File: src/rtl/dmg_pkg.sv
// rtl/dmg_pkg.sv - DMG geometry, VRAM address layout and pixel types shared by sampler and scanout
package dmg_pkg;

    localparam int DMG_H_ACTIVE = 160;
    localparam int DMG_V_ACTIVE = 144;

    typedef logic [1:0]  pixel_t;
    typedef logic [15:0] cnt_t;

    typedef struct packed {
        logic [7:0] y;
        logic [7:0] x;
    } vram_addr_t;

    typedef enum logic [1:0] {
        SCAN_ACTIVE,
        SCAN_HBLANK,
        SCAN_VBLANK
    } scan_state_t;

    function automatic vram_addr_t vram_addr(input logic [7:0] y, input logic [7:0] x);
        vram_addr_t a;
        a.y = y;
        a.x = x;
        return a;
    endfunction

endpackage

File: src/rtl/dmg_lcd_scanout_if.sv
// rtl/dmg_lcd_scanout_if.sv - VRAM read port plus DMG LCD panel signals
interface dmg_lcd_scanout_if;

    logic [15:0]     vram_rdaddr;
    dmg_pkg::pixel_t vram_rddata;
    logic            lcd_cp;
    dmg_pkg::pixel_t lcd_data;
    logic            lcd_cpl;
    logic            lcd_st;
    logic            lcd_s;
    logic            lcd_fr;
    logic            frame_start;

    modport master (
        output vram_rdaddr, lcd_cp, lcd_data, lcd_cpl, lcd_st, lcd_s, lcd_fr, frame_start,
        input  vram_rddata
    );

    modport slave (
        input  vram_rdaddr, lcd_cp, lcd_data, lcd_cpl, lcd_st, lcd_s, lcd_fr, frame_start,
        output vram_rddata
    );

endinterface

File: src/rtl/dmg_lcd_timing.sv
// rtl/dmg_lcd_timing.sv - phase/pixel/line counters and ACTIVE/HBLANK/VBLANK decode
module dmg_lcd_timing
    import dmg_pkg::*;
#(
    parameter int H_ACTIVE = DMG_H_ACTIVE,
    parameter int V_ACTIVE = DMG_V_ACTIVE,
    parameter int H_BLANK  = 8,
    parameter int V_BLANK  = 10,
    parameter int CP_DIV   = 4
) (
    input  logic        i_clk,
    input  logic        i_rst_n,
    input  logic        i_en,
    output cnt_t        o_phase,
    output cnt_t        o_px,
    output cnt_t        o_line,
    output scan_state_t o_state
);

    localparam cnt_t PH_LAST = cnt_t'(2 * CP_DIV - 1);
    localparam cnt_t PX_LAST = cnt_t'(H_ACTIVE + H_BLANK - 1);
    localparam cnt_t LN_LAST = cnt_t'(V_ACTIVE + V_BLANK - 1);
    localparam cnt_t HA      = cnt_t'(H_ACTIVE);
    localparam cnt_t VA      = cnt_t'(V_ACTIVE);

    cnt_t r_phase, r_px, r_line;

    always_ff @(posedge i_clk or negedge i_rst_n) begin
        if (!i_rst_n) begin
            r_phase <= '0;
            r_px    <= '0;
            r_line  <= '0;
        end else if (!i_en) begin
            r_phase <= '0;
            r_px    <= '0;
            r_line  <= '0;
        end else if (r_phase == PH_LAST) begin
            r_phase <= '0;
            if (r_px == PX_LAST) begin
                r_px   <= '0;
                r_line <= (r_line == LN_LAST) ? '0 : r_line + 16'd1;
            end else begin
                r_px <= r_px + 16'd1;
            end
        end else begin
            r_phase <= r_phase + 16'd1;
        end
    end

    always_comb begin
        o_state = SCAN_VBLANK;
        if (r_line < VA) begin
            o_state = (r_px < HA) ? SCAN_ACTIVE : SCAN_HBLANK;
        end
    end

    assign o_phase = r_phase;
    assign o_px    = r_px;
    assign o_line  = r_line;

endmodule

File: src/rtl/dmg_lcd_scanout.sv
// rtl/dmg_lcd_scanout.sv - scans a 2bpp VRAM window out to the DMG LCD panel interface
module dmg_lcd_scanout
    import dmg_pkg::*;
#(
    parameter int         H_ACTIVE = DMG_H_ACTIVE,
    parameter int         V_ACTIVE = DMG_V_ACTIVE,
    parameter int         H_BLANK  = 8,
    parameter int         V_BLANK  = 10,
    parameter int         CP_DIV   = 4,
    parameter logic [7:0] X_OFFSET = 8'h00,
    parameter logic [7:0] Y_OFFSET = 8'h00
) (
    input  logic                i_vramclk,
    input  logic                i_rst_n,
    input  logic                i_disp_en,
    dmg_lcd_scanout_if.master   bus
);

    localparam cnt_t HA      = cnt_t'(H_ACTIVE);
    localparam cnt_t VA      = cnt_t'(V_ACTIVE);
    localparam cnt_t CP_HALF = cnt_t'(CP_DIV);

    cnt_t        w_phase, w_px, w_line;
    scan_state_t w_state;
    logic        w_active, w_visible, w_pos0, w_cpl;

    vram_addr_t r_rdaddr;
    pixel_t     r_lcd_data;
    logic       r_lcd_cp, r_lcd_cpl, r_lcd_st, r_lcd_s, r_lcd_fr, r_frame_start;
    logic       r_started, r_wrapped;

    dmg_lcd_timing #(
        .H_ACTIVE (H_ACTIVE),
        .V_ACTIVE (V_ACTIVE),
        .H_BLANK  (H_BLANK),
        .V_BLANK  (V_BLANK),
        .CP_DIV   (CP_DIV)
    ) u_timing (
        .i_clk   (i_vramclk),
        .i_rst_n (i_rst_n),
        .i_en    (i_disp_en),
        .o_phase (w_phase),
        .o_px    (w_px),
        .o_line  (w_line),
        .o_state (w_state)
    );

    assign w_active  = (w_state == SCAN_ACTIVE);
    assign w_visible = (w_state != SCAN_VBLANK);
    assign w_pos0    = (w_phase == '0) && (w_px == '0) && (w_line == '0);

    // Without horizontal blanking the latch moves to px 0 of the line after each visible one.
    always_comb begin
        w_cpl = 1'b0;
        if (H_BLANK > 0) begin
            w_cpl = w_visible && (w_px == HA);
        end else if (w_px == '0) begin
            w_cpl = (w_line == '0) ? ((V_BLANK == 0) && r_wrapped) : (w_line <= VA);
        end
    end

    always_ff @(posedge i_vramclk or negedge i_rst_n) begin
        if (!i_rst_n) begin
            r_rdaddr      <= '0;
            r_lcd_data    <= '0;
            r_lcd_cp      <= 1'b0;
            r_lcd_cpl     <= 1'b0;
            r_lcd_st      <= 1'b0;
            r_lcd_s       <= 1'b0;
            r_lcd_fr      <= 1'b0;
            r_frame_start <= 1'b0;
            r_started     <= 1'b0;
            r_wrapped     <= 1'b0;
        end else if (!i_disp_en) begin
            r_rdaddr      <= '0;
            r_lcd_data    <= '0;
            r_lcd_cp      <= 1'b0;
            r_lcd_cpl     <= 1'b0;
            r_lcd_st      <= 1'b0;
            r_lcd_s       <= 1'b0;
            r_lcd_fr      <= 1'b0;
            r_frame_start <= 1'b0;
            r_started     <= 1'b0;
            r_wrapped     <= 1'b0;
        end else begin
            r_started     <= 1'b1;
            r_frame_start <= w_pos0;
            // The first position after enable starts a frame but is not a wrap.
            if (w_pos0 && r_started) begin
                r_lcd_fr  <= ~r_lcd_fr;
                r_wrapped <= 1'b1;
            end
            r_lcd_st  <= w_visible && (w_px == '0);
            r_lcd_cpl <= w_cpl;
            r_lcd_s   <= (w_line == '0);
            r_lcd_cp  <= w_active && (w_phase >= CP_HALF);
            if (w_active && (w_phase == '0)) begin
                r_rdaddr <= vram_addr(Y_OFFSET + w_line[7:0], X_OFFSET + w_px[7:0]);
            end
            if (!w_visible) begin
                r_lcd_data <= '0;
            end else if (w_active && (w_phase == 16'd2)) begin
                r_lcd_data <= bus.vram_rddata;
            end
        end
    end

    assign bus.vram_rdaddr = r_rdaddr;
    assign bus.lcd_cp      = r_lcd_cp;
    assign bus.lcd_data    = r_lcd_data;
    assign bus.lcd_cpl     = r_lcd_cpl;
    assign bus.lcd_st      = r_lcd_st;
    assign bus.lcd_s       = r_lcd_s;
    assign bus.lcd_fr      = r_lcd_fr;
    assign bus.frame_start = r_frame_start;

endmodule
File: src/flat_wrapper.sv
// flat-port wrapper written by rule: the top's interface ports become plain ports
module dmg_lcd_scanout_flat import dmg_pkg::*;
#(
    parameter int         H_ACTIVE = DMG_H_ACTIVE,
    parameter int         V_ACTIVE = DMG_V_ACTIVE,
    parameter int         H_BLANK  = 8,
    parameter int         V_BLANK  = 10,
    parameter int         CP_DIV   = 4,
    parameter logic [7:0] X_OFFSET = 8'h00,
    parameter logic [7:0] Y_OFFSET = 8'h00
)
  (i_vramclk, i_rst_n, i_disp_en, bus_vram_rdaddr, bus_lcd_cp, bus_lcd_data, bus_lcd_cpl, bus_lcd_st, bus_lcd_s, bus_lcd_fr, bus_frame_start, bus_vram_rddata);
  dmg_lcd_scanout_if bus_i ();
  input  logic i_vramclk;
  input  logic i_rst_n;
  input  logic i_disp_en;
  output wire logic [$bits(bus_i.vram_rdaddr)-1:0] bus_vram_rdaddr;
  output wire logic [$bits(bus_i.lcd_cp)-1:0] bus_lcd_cp;
  output wire logic [$bits(bus_i.lcd_data)-1:0] bus_lcd_data;
  output wire logic [$bits(bus_i.lcd_cpl)-1:0] bus_lcd_cpl;
  output wire logic [$bits(bus_i.lcd_st)-1:0] bus_lcd_st;
  output wire logic [$bits(bus_i.lcd_s)-1:0] bus_lcd_s;
  output wire logic [$bits(bus_i.lcd_fr)-1:0] bus_lcd_fr;
  output wire logic [$bits(bus_i.frame_start)-1:0] bus_frame_start;
  input wire logic [$bits(bus_i.vram_rddata)-1:0] bus_vram_rddata;
  assign bus_vram_rdaddr = bus_i.vram_rdaddr;
  assign bus_lcd_cp = bus_i.lcd_cp;
  assign bus_lcd_data = bus_i.lcd_data;
  assign bus_lcd_cpl = bus_i.lcd_cpl;
  assign bus_lcd_st = bus_i.lcd_st;
  assign bus_lcd_s = bus_i.lcd_s;
  assign bus_lcd_fr = bus_i.lcd_fr;
  assign bus_frame_start = bus_i.frame_start;
  assign bus_i.vram_rddata = bus_vram_rddata;
  dmg_lcd_scanout #(.H_ACTIVE(H_ACTIVE), .V_ACTIVE(V_ACTIVE), .H_BLANK(H_BLANK), .V_BLANK(V_BLANK), .CP_DIV(CP_DIV), .X_OFFSET(X_OFFSET), .Y_OFFSET(Y_OFFSET)) u_core (.i_vramclk(i_vramclk), .i_rst_n(i_rst_n), .i_disp_en(i_disp_en), .bus(bus_i));
endmodule
File: config.mk
export PLATFORM = sky130hd
export DESIGN_NAME = dmg_lcd_scanout_flat
export DESIGN_NICKNAME = d
export VERILOG_FILES = /design/src/rtl/dmg_pkg.sv /design/src/rtl/dmg_lcd_scanout_if.sv /design/src/rtl/dmg_lcd_timing.sv /design/src/rtl/dmg_lcd_scanout.sv /design/src/flat_wrapper.sv
export SDC_FILE = /design/constraint.sdc
export NUM_CORES = 1
export LEC_CHECK = 0
export CAP_MARGIN = 20
export CORE_UTILIZATION = 40
export DETAILED_ROUTE_END_ITERATION = 8
export HOLD_SLACK_MARGIN = 0.03
export PLACE_DENSITY = 0.57
export SYNTH_ARGS = -nofsm -noshare
export SYNTH_HDL_FRONTEND = slang
export SYNTH_SLANG_ARGS = --single-unit
File: constraint.sdc
create_clock -name i_vramclk -period 2.2 [get_ports i_vramclk]
set_clock_uncertainty 0.1 [all_clocks]
set_input_delay 0.44 -clock i_vramclk [delete_from_list [all_inputs] [get_ports i_vramclk]]
set_output_delay 0.44 -clock i_vramclk [all_outputs]
set_load 0.01 [all_outputs]
After elaboration in Yosys (flattened, before gate mapping)
Index checks and enable logic that the tools add are counted.

word-level totals
  register bits after elaboration = 73
  input port bits = 5
  output and inout bits = 24
  logic and storage cells = 68

cells by class
  add/subtract/negate cells = 3
  $lt $le $gt $ge = 3
  eq/ne operators = 11
  muxes and demuxes = 24
  bitwise operators = 1
  reductions and logical operators = 13

operators by type and width
  operator                                                             count
  two-way mux 16 bit                                                   11
  adder 16 x 1 -> 16 bit (second input constant)                       3
  == test 16 x 8 -> 1 bit (second input constant)                      3
  zero test 16 bit                                                     3
  less-than comparator 16 x 8 -> 1 bit (second input constant)         2
  == test 16 x 2 -> 1 bit (second input constant)                      1
  == test 16 x 3 -> 1 bit (second input constant)                      1
  greater-or-equal comparator 16 x 3 -> 1 bit (second input constant)  1
  two-way mux 1 bit                                                    9
  logical AND 1 bit                                                    8
  two-way mux 2 bit                                                    4
  != test 2 x 1 -> 1 bit (second input constant)                       4
  != test 3 bit (second input constant)                                1
  zero test 2 bit                                                      1
  != test 2 bit (second input constant)                                1
  AND reduction 2 bit                                                  1
  inverter 1 bit                                                       1

Logic depth before layout (Yosys ltp)
Gate-level depths: netlist of run 1.

  word-level depth = 8
  gate-level depth with buffers = 8
  gate-level depth less buffers = 7

By module
Synthesis of run 1 repeated with hierarchy kept, for this count alone.

second synthesis, totals
  cell total of the unflattened synthesis = 416
  area total of the unflattened synthesis = 3,908.7 µm²

modules (own cells, without submodules)
  module           instances  cells each  area each (µm²)  sequential area each (µm²)
  dmg_lcd_timing   1          293         2,658.8          1,201.2
  dmg_lcd_scanout  1          123         1,249.9          625.6

Worst setup path before layout of run 1
No wires, ideal clock.

  kind = register -> register
  start point = register u_core.u_timing.r_line[14] (netlist: u_core.u_timing.o_line[14])
  end point = register u_core.r_rdaddr (netlist bit u_core.bus.vram_rdaddr[15])
  setup time = 0.132 ns
  arrival = 1.977 ns
  required time = 1.968 ns
  setup slack = -0.009 ns
  stages on the path, launching flop included = 6
  path buffers = 1
  period minus slack after synthesis = 2.209 ns
  cell sequence = dfrtp_1 -> or4_1 -> nor4_4 -> buf_6 -> mux2i_1 -> nor2_1

on the way
  word-level cells in the longest chain between the ends = 5

ends and longest elaborated chain
  element                               line                   RTL
  start: declaration                    dmg_lcd_timing.sv:26   cnt_t r_phase, r_px, r_line;
  start signal: assignment              dmg_lcd_timing.sv:41   r_line <= (r_line == LN_LAST) ? '0 : r_line + 16'd1;
  less-than comparator 16 x 8 -> 1 bit  dmg_lcd_timing.sv:52   if (r_line < VA) begin
  two-way mux 2 bit                     dmg_lcd_timing.sv:52
  zero test 2 bit                       dmg_lcd_scanout.sv:48  assign w_active = (w_state == SCAN_ACTIVE);
  logical AND 1 bit                     dmg_lcd_scanout.sv:97  if (w_active && (w_phase == '0)) begin
  != test 2 x 1 -> 1 bit (no line)      --
  end signal: assignment                dmg_lcd_scanout.sv:98  r_rdaddr <= vram_addr(Y_OFFSET + w_line[7:0], X_OFFSET + w_px[7:0]);
  end: declaration                      dmg_lcd_scanout.sv:27  vram_addr_t r_rdaddr;

Every way passes these cells.
A chain may end at the register's enable or synchronous reset.

Final worst setup path of run 1
  start point = register u_core.u_timing.r_phase[9] (netlist: u_core.u_timing.o_phase[9])
  end point = register u_core.u_timing.r_line[10] (netlist: u_core.u_timing.o_line[10])

on the way
  word-level cells in the longest chain between the ends = 3

ends and longest elaborated chain
  element                           line                  RTL
  start: declaration                dmg_lcd_timing.sv:26
  start signal: assignment          dmg_lcd_timing.sv:46  r_phase <= r_phase + 16'd1;
  == test 16 x 3 -> 1 bit           dmg_lcd_timing.sv:37  end else if (r_phase == PH_LAST) begin
  != test 2 x 1 -> 1 bit (no line)  --
  AND reduction 2 bit (no line)     --

Every way passes these cells.

==> results.txt, run 1 <==
Worst hold path startpoint - u_core.u_timing.o_line[15]$_DFFE_PN0P_
Initial antenna violation count - 0
WP data required - 2.33 ns
Sequential area share after synthesis - 0.475
Startpoint types - flop
DRC - 0
Peak Freq - 0.458 GHz
Net switching power - 715 µW
Final hold vios - 0
First-pass GRT wire length - 15,600 µm
Starting DRT DRC Count - 91
Routed WL per cell - 15.4 µm
Critical R2R Launch - u_core.u_timing.o_phase[9]$_DFF_PN0_
# rows - 35
Reg2reg end - u_core.u_timing.o_line[10]$_DFFE_PN0P_
Unrepaired setup endpoints after global routing - yes
Synthesized flop and latch total - 73
Syn Area/Cell - 9.68 µm²
Post-DP HPWL - 6360 µm
Post-Syn Instances - 397
# nets final - 485
Vias in the first global route - 3,222
Worst Setup Slack, final - 0.0188 ns
Share of cells above drive strength 1 - 0.197
Htree depth - 3
Design Power - 2.86 mW
Worst Hold Class - reg -> reg
DRT Wirelength - 9360 µm
Post-synth EDFFs - 0
DRT antenna net count - 0
Least-Margin Pin Slew - 0.462 ns
Hold Path Cell Cnt - 1
Mapped Area - 3840 µm²
Power per cell area - 574 nW/µm²
Syn_nets - 410
Sequential power share - 0.478
Core area - 9280 µm²
CP Class - reg -> reg
Die Height - 100 µm
Peak supply drop - 0.309 mV
GR Overflow Total - 0
Data arrival, critical path - 2.31 ns
Outcome - finished, final reports clean
Area grow syn2layout - 29.7%
Ys flop type - dfrtp_1
Internal Dissipation - 2.15 mW
Via count - 3,224
Crit-path slowest cell - or4_4
Max incr delay on CP - 0.56 ns
Crit Path Max Fanout - 9
Setup violations, final - 0
Synth warn - 0
CTS Buf Count - 9
Skew-Pair Late Insertion Delay - 0.35 ns
Routability cong. - 0.775
Sw Ratio - 0.250
Gr usage total - 0.200
Hold path endpoint - u_core.u_timing.o_line[15]$_DFFE_PN0P_
N_diodes - 0
Worst reg-to-reg path cell count - 6
Via density - 5.32
Die width - 100 µm
CTS tree - done
Sequence of cells on the critical path - or4_4 > o41ai_4 > buf_4 > o21ai_4 > o21ai_2 > o31ai_4
Placed Cells - 584
Static Leak - 2.20 nW
Comb pwr share - 0.103
DIE AREA - 10,000 µm²
DP Worst Slack - -0.105 ns
Largest net degree at the start of global routing - 46
Initial Util - 0.414
Hold WS - 0.402 ns
Final Critical Period - 2.18 ns
Worst Setup End Kind - flop
DRT Pass-1 Iters - 4
Post-synth ARST share - 1.00
IO Pins - 29
Final period utilization - 0.991
Count of pins over their slew limit - 0
Clock power share - 0.419
Finished Core Util - 0.537
Unique masters post-synth - 44
Slew headroom - 0.687
Max-Cap Viols - 0
Clk buf depth - 2
# clock sinks - 73
Root Driver - clkbuf_8
Post-Layout Cell Count - 606
Clock slew at reported path FFs - 0.08 ns
R2R Setup Slk - 0.02 ns
Buffers on Ports - 28
[cell usage in the layout, fill, tap and decap left out, drive strengths merged, types with 3 or more instances in the layout]
master,instances
dfrtp,73
buf,53
nor2,49
o21ai,32
nand2,30
clkdlybuf4s50,27
nand3,22
o31ai,20
mux2i,19
nand4,13
nor3,12
inv,12
and3,10
clkbuf,10
nor4,10
a21oi,9
xor2,8
xnor2,8
ha,8
nor4b,5
and4,5
a31oi,5
or3,5
nand2b,4
and2,3
nor2b,3
or4,3
[state kept, by name, summed over array words and instances, names as in the netlist, 2 cells and up]
name                     cells
u_core.bus.lcd_data          2
u_core.bus.vram_rdaddr      16
u_core.u_timing.o_line      16
u_core.u_timing.o_phase     16
u_core.u_timing.o_px        16
[per-layer routing]
| metal | track usage | vias to the layer above | wire length [µm] |
|---|---|---|---|
| met5 | 0 | - | 0 |
| met2 | 0.319 | 50 | 4470 |
| met1 | 0.276 | 1571 | 4540 |
| li1 | - | 1596 | - |
| met3 | 0.0376 | 7 | 274 |
| met4 | 0.0647 | 0 | 82 |
[power by group through the flow]
stage                     combinational (mW)  sequential, mW  clock (mW)
after floorplan                        0.132            1.40           0
after global placement                 0.258            1.39           0
after detailed placement               0.258            1.39           0
after CTS                              0.270            1.37        1.23
after global routing                   0.320            1.37        1.28
final                                  0.294            1.37        1.20
[worst max path at each step]
stage	start	to	slack, ns	cells past startpoint
final	u_core.u_timing.o_phase[9]$_DFF_PN0_	u_core.u_timing.o_line[10]$_DFFE_PN0P_	0.02	6
after global routing	u_core.u_timing.o_phase[9]$_DFF_PN0_	u_core.u_timing.o_line[10]$_DFFE_PN0P_	-0.04	6
after CTS	u_core.u_timing.o_phase[0]$_DFF_PN0_	u_core.u_timing.o_line[8]$_DFFE_PN0P_	0.007	7
after detailed placement	u_core.u_timing.o_phase[0]$_DFF_PN0_	u_core.u_timing.o_line[8]$_DFFE_PN0P_	-0.10	6
after global placement	i_disp_en	u_core.u_timing.o_line[3]$_DFFE_PN0P_	-0.08	6
after floorplan	u_core.u_timing.o_phase[8]$_DFF_PN0_	u_core.bus.vram_rdaddr[15]$_DFFE_PN0P_	0.0004	6
[synthesized netlist by cell type, types with 2 or more instances]
cell	number	area, µm²
and4_1	5	43.8
and3_1	10	62.6
nor3_1	12	60.1
nand4_1	12	75.1
o21ai_1	7	35.0
buf_6	2	22.5
nand3_1	22	110
xnor2_1	8	70.1
and2_1	3	18.8
or3_1	5	31.3
a31oi_1	5	31.3
o31ai_1	19	143
nor4_2	5	62.6
mux2i_1	19	190
nor4_1	4	25.0
o21ai_0	23	115
nand2b_1	4	25.0
dfrtp_1	73	1830
and3b_1	2	17.5
ha_1	8	100
clkbuf_1	14	52.6
nor4b_1	5	43.8
nor2_1	49	184
xor2_1	8	70.1
nor4bb_1	2	20.0
inv_1	10	37.5
nor2b_1	3	18.8
buf_2	3	15.0
or4_1	2	15.0
a21oi_1	9	45.0
a41oi_1	2	17.5
nand2_1	30	113
[critical path, delay by kind of cell, from the launching register on]
family          cells  cell delay [ns]
flops               1             0.43
compound gates      4             0.78
buf+inv             1             0.18
simple gates        1             0.56
[per-stage QoR]
stage          cell area, µm²  TNS [ns]
3_3_place_gp             4590    -0.674
3_5_place_dp             4590     -1.21
2_1_floorplan            3850         0
5_1_grt                  4980   -0.0937
4_1_cts                  4880         0
6_report                 4980         0
[cell families after synthesis]
family,share of synthesized area
AO/OA/AOI/OAI,0.122
XOR/XNOR,0.0365
adder cells (fa/ha/maj),0.0261
buffers and inverters,0.0332
flip-flops,0.475
multiplexers,0.0495
AND/OR/NAND/NOR,0.257
[what timing repair did]
action	in CTS	in global routing
gates resized for setup	6	17
pin swaps	1	9
endpoints found under the hold margin	28	0
setup endpoints to repair	17	33
gates cloned	1	1
buffers inserted	2	1
hold buffers	1	0
[final cells by class]
class	instances	area, µm²
clock buffers	9	124
fillers	871	4300
multi-input cells	296	2000
well taps	129	161
flip-flops and latches	73	1830
inverters	10	37.5
clock inverters	7	101
repair buffers	82	728
No activity file was read; power rests on OpenSTA's default activity.
==> run 2: changes to the inputs <==
--- a/config.mk
+++ b/config.mk
@@ -6,10 +6,10 @@
 export NUM_CORES = 1
 export LEC_CHECK = 0
 export CAP_MARGIN = 20
-export CORE_UTILIZATION = 40
+export CORE_UTILIZATION = 53
 export DETAILED_ROUTE_END_ITERATION = 8
 export HOLD_SLACK_MARGIN = 0.03
-export PLACE_DENSITY = 0.57
+export PLACE_DENSITY = 0.76
 export SYNTH_ARGS = -nofsm -noshare
 export SYNTH_HDL_FRONTEND = slang
 export SYNTH_SLANG_ARGS = --single-unit
==> constraint.sdc (replaced) <==
create_clock -name i_vramclk -period 2.2 [get_ports i_vramclk]
set_clock_uncertainty 0.1 [all_clocks]
set_input_delay 0.44 -clock i_vramclk [delete_from_list [all_inputs] [get_ports i_vramclk]]
set_output_delay 0.44 -clock i_vramclk [all_outputs]
set_load 0.05 [all_outputs]
==> run 2 against run 1 <==
Against the previous run:
- final cell count is 5.0% lower
- clock power fell by 13%
- worst hold slack improved by 0.024 ns
- sequential cell count stayed put
- combinational power rose by 13%
- critical path depth unchanged
- largest cell class unchanged
- highest routed layer unchanged
==> results.txt, run 2 (synthesis gave the netlist of run 1 again) <==
Crit path capture - u_core.u_timing.o_line[6]$_DFFE_PN0P_ (was u_core.u_timing.o_line[10]$_DFFE_PN0P_)
DIE AREA - 7590 µm² (was 10,000 µm²)
Data arrival, critical path - 2.29 ns (was 2.31 ns)
Area grow syn2layout - 29.8% (was 29.7%)
Htree depth - 3 (unchanged)
Starting DRT DRC Count - 255 (was 91)
Final period utilization - 0.985 (was 0.991)
Buffers on Ports - 28 (unchanged)
N_diodes - 0 (unchanged)
Post-DP Area - 4570 µm² (was 4590 µm²)
# clock sinks - 73 (unchanged)
Worst Setup Slack, final - 0.0324 ns (was 0.0188 ns)
Peak supply drop - 0.318 mV (was 0.309 mV)
WP data required - 2.33 ns (about the same)
DRT Pass-1 Iters - 5 (was 4)
Final Critical Period - 2.17 ns (was 2.18 ns)
Die Height - 87.1 µm (was 100 µm)
Comb pwr share - 0.121 (was 0.103)
Initial antenna violation count - 0 (unchanged)
Vias in the first global route - 3,274 (was 3,222)
Power per cell area - 549 nW/µm² (was 574 nW/µm²)
Outcome - finished, final reports clean (unchanged)
DRT Wirelength - 9750 µm (was 9360 µm)
Crit Path Max Fanout - 5 (was 9)
Largest net degree at the start of global routing - 74 (was 46)
Post-Layout Cell Count - 576 (was 606)
GR Overflow Total - 0 (unchanged)
Worst Setup End Kind - flop (unchanged)
Final hold vios - 0 (unchanged)
# nets final - 488 (was 485)
Hold WS - 0.426 ns (was 0.402 ns)
CTS Buf Count - 9 (unchanged)
Design Power - 2.74 mW (was 2.86 mW)
Net switching power - 681 µW (was 715 µW)
Sw Ratio - 0.249 (was 0.250)
Finished Core Util - 0.722 (was 0.537)
IO Pins - 29 (unchanged)
DRT antenna net count - 0 (unchanged)
Fill cell count - 509 (was 871)
Die width - 87.1 µm (was 100 µm)
Commonest non-fill, non-tap cell in the layout - dfrtp_1 (unchanged)
CP Class - reg -> reg (unchanged)
R2R Setup Slk - 0.03 ns (was 0.02 ns)
Routed WL per cell - 16.9 µm (was 15.4 µm)
Max-Cap Viols - 0 (unchanged)
Core area - 6910 µm² (was 9280 µm²)
Sequential power share - 0.499 (was 0.478)
DP Worst Slack - -0.153 ns (was -0.105 ns)
Internal Dissipation - 2.06 mW (was 2.15 mW)
Post-DP HPWL - 6350 µm (was 6360 µm)
Clock slew at reported path FFs - 0.07 ns (was 0.08 ns)
# rows - 30 (was 35)
Count of pins over their slew limit - 0 (unchanged)
First-pass GRT wire length - 15,800 µm (was 15,600 µm)
Most frequent cells in the layout - dfrtp_1 (72), buf_4 (51), nor2_1 (49) (was dfrtp_1 (73), buf_4 (51), nor2_1 (48))
Least-Margin Pin Slew - 0.644 ns (was 0.462 ns)
Peak Freq - 0.461 GHz (was 0.458 GHz)
Setup violations, final - 0 (unchanged)
Slew headroom - 0.569 (was 0.687)
Skew-Pair Late Insertion Delay - 0.35 ns (about the same)
Worst hold path startpoint - u_core.bus.vram_rdaddr[0]$_DFFE_PN0P_ (was u_core.u_timing.o_line[15]$_DFFE_PN0P_)
Worst Hold Class - reg -> reg (unchanged)
Fin Setup TNS - 0 ns (unchanged)
Reg2reg end - u_core.u_timing.o_line[6]$_DFFE_PN0P_ (was u_core.u_timing.o_line[10]$_DFFE_PN0P_)
CTS tree - done (unchanged)
Initial Util - 0.556 (was 0.414)
Via count - 3,479 (was 3,224)
Crit path from - u_core.u_timing.o_phase[13]$_DFF_PN0_ (was u_core.u_timing.o_phase[9]$_DFF_PN0_)
Startpoint types - flop (unchanged)
Post-route cell area - 4990 µm² (was 4980 µm²)
Routability cong. - 0.805 (was 0.775)
DRC - 0 (unchanged)
Static Leak - 2.19 nW (was 2.20 nW)
Root Driver - clkbuf_8 (unchanged)
Unrepaired setup endpoints after global routing - yes (unchanged)
Share of cells above drive strength 1 - 0.219 (was 0.197)
Clock power share - 0.380 (was 0.419)
Placed Cells - 554 (was 584)
Clk buf depth - 2 (unchanged)
Gr usage total - 0.273 (was 0.200)
Via density - 6.04 (was 5.32)
Critical R2R Launch - u_core.u_timing.o_phase[13]$_DFF_PN0_ (was u_core.u_timing.o_phase[9]$_DFF_PN0_)
Worst reg-to-reg path cell count - 6 (unchanged)
[run 2: cell count changes in the layout (fill, tap and decap cells not counted), moves of 3 or more]
cell	delta
o21ai_2	+5
clkbuf_1	+4
o31ai_2	+4
o21ai_1	-3
o31ai_1	-3
[run 2: what timing repair did]
| action | in CTS | in global routing |
|---|---|---|
| hold endpoints to repair | 6 | 0 |
| setup endpoints to repair | 21 | 46 |
| buffers inserted | 2 | 1 |
| gates cloned | 1 | 2 |
| hold buffers | 1 | 0 |
| resized for setup | 6 | 32 |
| pin swaps | 1 | 16 |
[run 2: worst max-delay path, cell delays in order (launching register included)]
cell	delay, ns
dfrtp_1	0.42
or4_4	0.59
o41ai_4	0.36
buf_6	0.19
o21ai_4	0.10
o21ai_1	0.17
o21ai_0	0.11
[run 2: routing by layer]
layer  vias up  part of all wire  track usage
li1       1604                 -            -
met1      1715              0.45        0.378
met2       139              0.48        0.427
met3        21             0.059       0.0559
met4         0             0.014        0.101
met5         -                 0            0
[run 2: power groups by stage]
stage,logic (mW),clock network [mW],registers (mW)
3_5_place_dp,0.287,0,1.39
3_3_place_gp,0.280,0,1.39
5_1_grt,0.356,1.12,1.37
6_report,0.332,1.04,1.37
2_1_floorplan,0.132,0,1.43
4_1_cts,0.298,1.05,1.37
[run 2: final cells by class]
cell class / instances / area, µm² / area share
flip-flops and latches: 73 / 1830 / 0.367
inverters: 10 / 37.5 / 0.00753
clock inverters: 2 / 37.5 / 0.00753
clock buffers: 14 / 153 / 0.0306
well taps: 96 / 120 / 0.0241
multi-input cells: 297 / 2070 / 0.414
repair buffers: 84 / 744 / 0.149
[run 2: how the worst min path moves through the flow]
| stage | endpoint | slack, ns | depth (start not counted) |
|---|---|---|---|
| 6_report | u_core.bus.vram_rdaddr[0]$_DFFE_PN0P_ | 0.43 | 2 |
| 2_1_floorplan | u_core.bus.frame_start$_DFF_PN0_ | 0.04 | 0 |
| 5_1_grt | u_core.bus.vram_rdaddr[6]$_DFFE_PN0P_ | 0.46 | 2 |
| 3_3_place_gp | u_core.u_timing.o_line[15]$_DFFE_PN0P_ | 0.39 | 1 |
| 4_1_cts | u_core.u_timing.o_line[15]$_DFFE_PN0P_ | 0.43 | 1 |
| 3_5_place_dp | u_core.u_timing.o_line[13]$_DFFE_PN0P_ | 0.40 | 2 |
